`src/rtl/factorial_pkg.sv`:
```
// Shared definitions for the factorial host and controller side.
// Contents:
//   - default operand/result widths and done timeout
//   - sequencer state encoding
package factorial_pkg;

  localparam int XW_DEF  = 4;
  localparam int RW_DEF  = 32;
  localparam int TMO_DEF = 255;

  typedef enum logic [1:0] {
    IDLE    = 2'd0,
    ISSUE   = 2'd1,
    RELEASE = 2'd2,
    RESP    = 2'd3
  } fac_state_e;

endpackage : factorial_pkg

```
`src/rtl/factorial_host_if.sv`:
```
// Request/response handshake bundle between a command source and the
// factorial host.
//   master : command source (drives req_valid/req_x/rsp_ready)
//   slave  : factorial host (drives req_ready/rsp_valid/rsp_result/rsp_err)
interface factorial_host_if #(
  parameter int XW = 4,
  parameter int RW = 32
);

  logic          req_valid;
  logic          req_ready;
  logic [XW-1:0] req_x;
  logic          rsp_valid;
  logic          rsp_ready;
  logic [RW-1:0] rsp_result;
  logic          rsp_err;

  modport master (
    output req_valid, req_x, rsp_ready,
    input  req_ready, rsp_valid, rsp_result, rsp_err
  );

  modport slave (
    input  req_valid, req_x, rsp_ready,
    output req_ready, rsp_valid, rsp_result, rsp_err
  );

endinterface : factorial_host_if

```
`src/rtl/fac_wdog.sv`:
```
// Saturating wait counter guarding the factorial unit's done response.
// Ports:
//   CLK, RST_N : clock, asynchronous active-low reset
//   clr        : restart the count at zero (wins over en)
//   en         : count this cycle
//   expired    : the count has reached TMO, counting the current enabled
//                cycle, so the caller can act on the TMO-th counted edge
module fac_wdog #(
  parameter int TMO = 255,
  parameter int CW  = $clog2(TMO + 1)
) (
  input  logic CLK,
  input  logic RST_N,
  input  logic clr,
  input  logic en,
  output logic expired
);

  localparam logic [CW-1:0] TMO_C  = CW'(TMO);
  localparam logic [CW-1:0] LAST_C = CW'(TMO - 1);

  logic [CW-1:0] cnt_r;

  // Count register: clear, saturating increment at TMO, hold otherwise.
  always_ff @(posedge CLK or negedge RST_N) begin
    if (!RST_N) begin
      cnt_r <= {CW{1'b0}};
    end else if (clr) begin
      cnt_r <= {CW{1'b0}};
    end else if (en && (cnt_r != TMO_C)) begin
      cnt_r <= cnt_r + {{(CW-1){1'b0}}, 1'b1};
    end else begin
      cnt_r <= cnt_r;
    end
  end

  // Expiry looks one increment ahead so the limit edge itself triggers it.
  always_comb begin
    expired = (cnt_r == TMO_C) || (en && (cnt_r == LAST_C));
  end

endmodule : fac_wdog

```
`src/rtl/factorial_host.sv`:
```
// Requester-side sequencer for the factorial unit.
// Ports:
//   CLK, RST_N           : clock, asynchronous active-low reset
//   bus (slave)          : request (req_valid/req_ready/req_x) and response
//                          (rsp_valid/rsp_ready/rsp_result/rsp_err) handshakes
//   fac_start, fac_x     : registered start/operand to the unit
//   fac_done, fac_result : unit done level and result
//   jobs_done            : completed response count, wraps at 256
// A job is issued, held until done (or timeout), then start is released and
// the host waits for done to fall before presenting the response, so the
// unit is always back in idle before the next start.
module factorial_host
  import factorial_pkg::*;
#(
  parameter int XW  = XW_DEF,
  parameter int RW  = RW_DEF,
  parameter int TMO = TMO_DEF
) (
  input  logic                CLK,
  input  logic                RST_N,
  factorial_host_if.slave     bus,
  output logic                fac_start,
  output logic [XW-1:0]       fac_x,
  input  logic                fac_done,
  input  logic [RW-1:0]       fac_result,
  output logic [7:0]          jobs_done
);

  fac_state_e    state_r;
  fac_state_e    next_state_s;
  logic          fac_start_r;
  logic [XW-1:0] fac_x_r;
  logic          rsp_valid_r;
  logic [RW-1:0] rsp_result_r;
  logic          rsp_err_r;
  logic [7:0]    jobs_done_r;
  logic          wdog_clr_s;
  logic          wdog_en_s;
  logic          expired_s;

  fac_wdog #(
    .TMO (TMO)
  ) u_wdog (
    .CLK     (CLK),
    .RST_N   (RST_N),
    .clr     (wdog_clr_s),
    .en      (wdog_en_s),
    .expired (expired_s)
  );

  // Watchdog control: restart on acceptance, count only while issuing.
  always_comb begin
    wdog_clr_s = (state_r == IDLE) && bus.req_valid;
    wdog_en_s  = (state_r == ISSUE);
  end

  // Next-state decode; done takes priority over a coincident timeout.
  always_comb begin
    next_state_s = state_r;
    case (state_r)
      IDLE: begin
        if (bus.req_valid) next_state_s = ISSUE;
        else               next_state_s = IDLE;
      end
      ISSUE: begin
        if (fac_done || expired_s) next_state_s = RELEASE;
        else                       next_state_s = ISSUE;
      end
      RELEASE: begin
        if (!fac_done) next_state_s = RESP;
        else           next_state_s = RELEASE;
      end
      RESP: begin
        if (bus.rsp_ready) next_state_s = IDLE;
        else               next_state_s = RESP;
      end
      default: next_state_s = IDLE;
    endcase
  end

  // State and output registers.
  always_ff @(posedge CLK or negedge RST_N) begin
    if (!RST_N) begin
      state_r      <= IDLE;
      fac_start_r  <= 1'b0;
      fac_x_r      <= {XW{1'b0}};
      rsp_valid_r  <= 1'b0;
      rsp_result_r <= {RW{1'b0}};
      rsp_err_r    <= 1'b0;
      jobs_done_r  <= 8'd0;
    end else begin
      state_r <= next_state_s;
      case (state_r)
        IDLE: begin
          if (bus.req_valid) begin
            fac_x_r     <= bus.req_x;
            fac_start_r <= 1'b1;
          end
        end
        ISSUE: begin
          if (fac_done) begin
            rsp_result_r <= fac_result;
            rsp_err_r    <= 1'b0;
            fac_start_r  <= 1'b0;
          end else if (expired_s) begin
            rsp_result_r <= {RW{1'b0}};
            rsp_err_r    <= 1'b1;
            fac_start_r  <= 1'b0;
          end
        end
        RELEASE: begin
          if (!fac_done) rsp_valid_r <= 1'b1;
        end
        RESP: begin
          if (bus.rsp_ready) begin
            rsp_valid_r <= 1'b0;
            jobs_done_r <= jobs_done_r + 8'd1;
          end
        end
        default: begin
          fac_start_r <= 1'b0;
          rsp_valid_r <= 1'b0;
        end
      endcase
    end
  end

  assign bus.req_ready  = (state_r == IDLE);
  assign bus.rsp_valid  = rsp_valid_r;
  assign bus.rsp_result = rsp_result_r;
  assign bus.rsp_err    = rsp_err_r;
  assign fac_start      = fac_start_r;
  assign fac_x          = fac_x_r;
  assign jobs_done      = jobs_done_r;

endmodule : factorial_host

```
`src/flat_wrapper.sv`:
```
// flat-port wrapper written by rule: the top's interface ports become plain ports
module factorial_host_flat import factorial_pkg::*;
#(
  parameter int XW  = XW_DEF,
  parameter int RW  = RW_DEF,
  parameter int TMO = TMO_DEF
)
  (CLK, RST_N, fac_start, fac_x, fac_done, fac_result, jobs_done, bus_req_valid, bus_req_x, bus_rsp_ready, bus_req_ready, bus_rsp_valid, bus_rsp_result, bus_rsp_err);
  factorial_host_if #(.XW(XW), .RW(RW)) bus_i ();
  input  logic CLK;
  input  logic RST_N;
  output logic fac_start;
  output logic [XW-1:0] fac_x;
  input  logic fac_done;
  input  logic [RW-1:0] fac_result;
  output logic [7:0] jobs_done;
  input wire logic [$bits(bus_i.req_valid)-1:0] bus_req_valid;
  input wire logic [$bits(bus_i.req_x)-1:0] bus_req_x;
  input wire logic [$bits(bus_i.rsp_ready)-1:0] bus_rsp_ready;
  output wire logic [$bits(bus_i.req_ready)-1:0] bus_req_ready;
  output wire logic [$bits(bus_i.rsp_valid)-1:0] bus_rsp_valid;
  output wire logic [$bits(bus_i.rsp_result)-1:0] bus_rsp_result;
  output wire logic [$bits(bus_i.rsp_err)-1:0] bus_rsp_err;
  assign bus_i.req_valid = bus_req_valid;
  assign bus_i.req_x = bus_req_x;
  assign bus_i.rsp_ready = bus_rsp_ready;
  assign bus_req_ready = bus_i.req_ready;
  assign bus_rsp_valid = bus_i.rsp_valid;
  assign bus_rsp_result = bus_i.rsp_result;
  assign bus_rsp_err = bus_i.rsp_err;
  factorial_host #(.XW(XW), .RW(RW), .TMO(TMO)) u_core (.CLK(CLK), .RST_N(RST_N), .bus(bus_i), .fac_start(fac_start), .fac_x(fac_x), .fac_done(fac_done), .fac_result(fac_result), .jobs_done(jobs_done));
endmodule
```
`config.mk`:
```
export PLATFORM = sky130hd
export DESIGN_NAME = factorial_host_flat
export DESIGN_NICKNAME = d
export VERILOG_FILES = /design/src/rtl/factorial_pkg.sv /design/src/rtl/factorial_host_if.sv /design/src/rtl/fac_wdog.sv /design/src/rtl/factorial_host.sv /design/src/flat_wrapper.sv
export SDC_FILE = /design/constraint.sdc
export NUM_CORES = 1
export LEC_CHECK = 0
export CORE_MARGIN = 2
export CORE_UTILIZATION = 43
export DETAILED_ROUTE_END_ITERATION = 10
export GPL_TIMING_DRIVEN = 1
export HOLD_SLACK_MARGIN = 0.12
export PLACE_DENSITY = 0.79
export SLEW_MARGIN = 10
export SYNTH_ARGS = -nofsm -noshare
export SYNTH_HDL_FRONTEND = slang
export SYNTH_SLANG_ARGS = --single-unit
```
`constraint.sdc`:
```
create_clock -name CLK -period 1.7 [get_ports CLK]
set_input_delay 0.34 -clock CLK [delete_from_list [all_inputs] [get_ports CLK]]
set_output_delay 0.34 -clock CLK [all_outputs]
set_load 0.01 [all_outputs]
```
==> impl_metrics.toml <==
[outcome]
status = "finished clean"

[grt]
grt_use_met3 = 0.08000
antenna_found_initial = 0
met1_usage = 0.2756
grt_pass1_wl_mm = 9.639
use_met2 = 0.3104
grt_usage = 0.2087
grt_pass1_vias = 1949
grt_overflow = 0
grt_busiest_layer = "met2"
grt_max_degree = 58

[clock_tree]
cts_tree = "built"
clkSinkCount = 57
path_clk_slew_ns = 0.06
clk_latency_ns = 0.33
cts_buffer_depth = 2
cts_buffers = 9
cts_max_level = 3
root_buffer = "clkbuf_8"

[placement]
routabilityCongestion = 0.8026
hpwl_mm = 4.049
port_buffers = 88
pre_cts_ws_ns = 0.04153

[floorplanning]
num_rows = 26
start_util = 0.4494
ios = 89
die_h_um = 77.29
dieArea_sq_um = 5974
core-area_sq_um = 5140
die_width_um = 77.29

[pwr]
powerDensity_nw_per_um2 = 1686
vdd_drop_max_v = 0.0008971
leakage_nw = 1.580
finalPower_mw = 5.941

[sta]
period_share = 0.9774
finalMaxSlewViolations = 0
worst_pin_slew_ns = 0.3681
final_hold_viol_count = 0
max_clock_freq_mhz = 601.8
setup_slack_ns = 0.03841
setup-tns-final_ns = 0
relSlewSlack = 0.7546
fin_skew_ns = 0.005758
finalSetupViolations = 0
period_needed_ns = 1.662

[layout]
area_growth_pct = 52.55
final_nets = 327
final_cell_mix = "86 x clkdlybuf4s50_1, 57 x dfrtp_1, 32 x a22o_1"
layout.cells.most_common = "clkdlybuf4s50_1"
fillers = 398
utilization = 0.6855
num_antenna_cells = 0
layout-drive-gt1-share = 0.1119

[logic_synthesis]
syn_inst = 183
syn_area_sq_um = 2310
synth_nets = 227
yosysWarnings = 0
ys_seq_area_frac = 0.6176
synth-main-ff-cell = "dfrtp_1"
ys_types = 34
synth_edf_count = 0
synth_area_per_cell_sq_um = 12.62
synth_seq_cells = 57
synth_async_sr_flop_share = 1.000

[worst_setup_path]
cp_num_buf_inv = 0
critical_path_class = "flip-flop to flip-flop"
worstPathMaxFanout = 5
cp.required_ns = 1.91
worstPathArrival_ns = 1.87
critPathCaptureType = "flip-flop"
cp-start-kind = "flip-flop"
critical_path.max_stage_delay_ns = 0.42
crit_family = "flip-flops"
timing.critical_path.cells = "ha_1 > and3_2 > a2111oi_4 > xnor2_1 > nor2_1"
slowest_stage = "dfrtp_1"

[drt]
drt_pre_antenna_iters = 4
vias = 1901
dr.first_iter.drc_count = 72
final_antenna_net_count = 0
drt_wl_total_mm = 5.922
drc = 0
routed_via_density = 5.340
wl_per_cell_um = 16.63

[run]
drv_cap = 0

[min_path]
hp-class = "flip-flop to flip-flop"
## sequential cells by signal (all words and copies together), names as in the netlist
signal and flops:
u_core.fac_x 4, u_core.bus.rsp_result 32, u_core.fac_start 1, u_core.bus.rsp_err 1, u_core.bus.rsp_valid 1, u_core.state_r 2
u_core.jobs_done 8, u_core.u_wdog.cnt_r 8
## power by group
part | switching [mW] | leakage (nW) | internal, mW | total, mW
Combinational | 1.05 | 0.759 | 1.47 | 2.52
Sequential | 0.354 | 0.723 | 1.89 | 2.24
Clock | 0.490 | 0.0978 | 0.691 | 1.18
## area by class of cell
type | instances | area, sq um | area share
Clock buffer | 10 | 137.6 | 0.03906
Tap cell | 70 | 87.58 | 0.02486
Sequential cell | 57 | 1426 | 0.4048
Clock inverter | 4 | 45.04 | 0.01278
Inverter | 4 | 15.01 | 0.004261
Timing Repair Buffer | 99 | 997.2 | 0.2830
Multi-Input combinational cell | 112 | 814.5 | 0.2312
## worst register-to-register path, stage by stage, from the launching register on
cell	delay, ns
dfrtp_1	0.42
ha_1	0.26
and3_2	0.27
a2111oi_4	0.38
xnor2_1	0.16
nor2_1	0.05
## through the flow
| step | std cells | instance area [sq um] | hold WS (ns) |
|---|---|---|---|
| floorplan | 183 | 2310 | 0.04441 |
| global route | 356 | 3523 | 0.4991 |
| finish | 356 | 3523 | 0.4821 |
| CTS | 355 | 3502 | 0.4802 |
| global placement | 340 | 3311 | 0.3600 |
| detailed placement | 340 | 3311 | 0.3620 |
## cells by family after synthesis
group | synth area share
DFF | 0.6176
adders and majority gates | 0.01625
AOI/OAI and AO/OA | 0.1912
buffers and inverters | 0.03683
xor gates and xnor gates | 0.03413
muxes | 0.009209
and+or+nand+nor | 0.09480
## synth_stat cells, drive strengths merged, types with 2 or more instances
master / n / share of area
a22o: 32 / 0.12
and4: 2 / 0.0076
xnor2: 7 / 0.027
nand3: 7 / 0.015
xor2: 2 / 0.0076
o21a: 2 / 0.0065
buf: 9 / 0.029
dfrtp: 57 / 0.62
inv: 4 / 0.0065
a211oi: 2 / 0.0065
and3: 3 / 0.0081
nand4: 3 / 0.0081
nand2: 17 / 0.028
o21ai: 7 / 0.020
ha: 3 / 0.016
nor2: 6 / 0.0098
o31ai: 2 / 0.0065
a21oi: 4 / 0.0087
o211ai: 2 / 0.0065
## metal layers
| layer | share of wire | up-vias |
|---|---|---|
| met5 | 0 | - |
| met2 | 0.43 | 93 |
| met1 | 0.47 | 923 |
| met3 | 0.085 | 9 |
| met4 | 0.017 | 0 |
| li1 | - | 876 |
## path summary, 6_finish.rpt
check | from | end | slack (ns) | cells past startpoint
max | u_core.u_wdog.cnt_r[0] | u_core.u_wdog.cnt_r[7] | 0.04 | 5
max reg2reg | u_core.u_wdog.cnt_r[0] | u_core.u_wdog.cnt_r[7] | 0.04 | 5
min in group asynchronous | RST_N | u_core.bus.rsp_result[8] | 0.54 | 3
min reg2reg | u_core.jobs_done[7] | u_core.jobs_done[7] | 0.48 | 1
min | u_core.jobs_done[7] | u_core.jobs_done[7] | 0.48 | 1
max in group asynchronous | RST_N | u_core.jobs_done[3] | 0.91 | 3
## repair_timing
| action | 4_1_cts | 5_1_grt |
|---|---|---|
| gates cloned | 0 | 0 |
| buffers inserted | 0 | 1 |
| hold endpoints to repair | 57 | 0 |
| gates resized for setup | 1 | 2 |
| setup endpoints to repair | 1 | 2 |
| hold buffers | 1 | 0 |
Note: power is estimated with default switching activity, not from simulation.
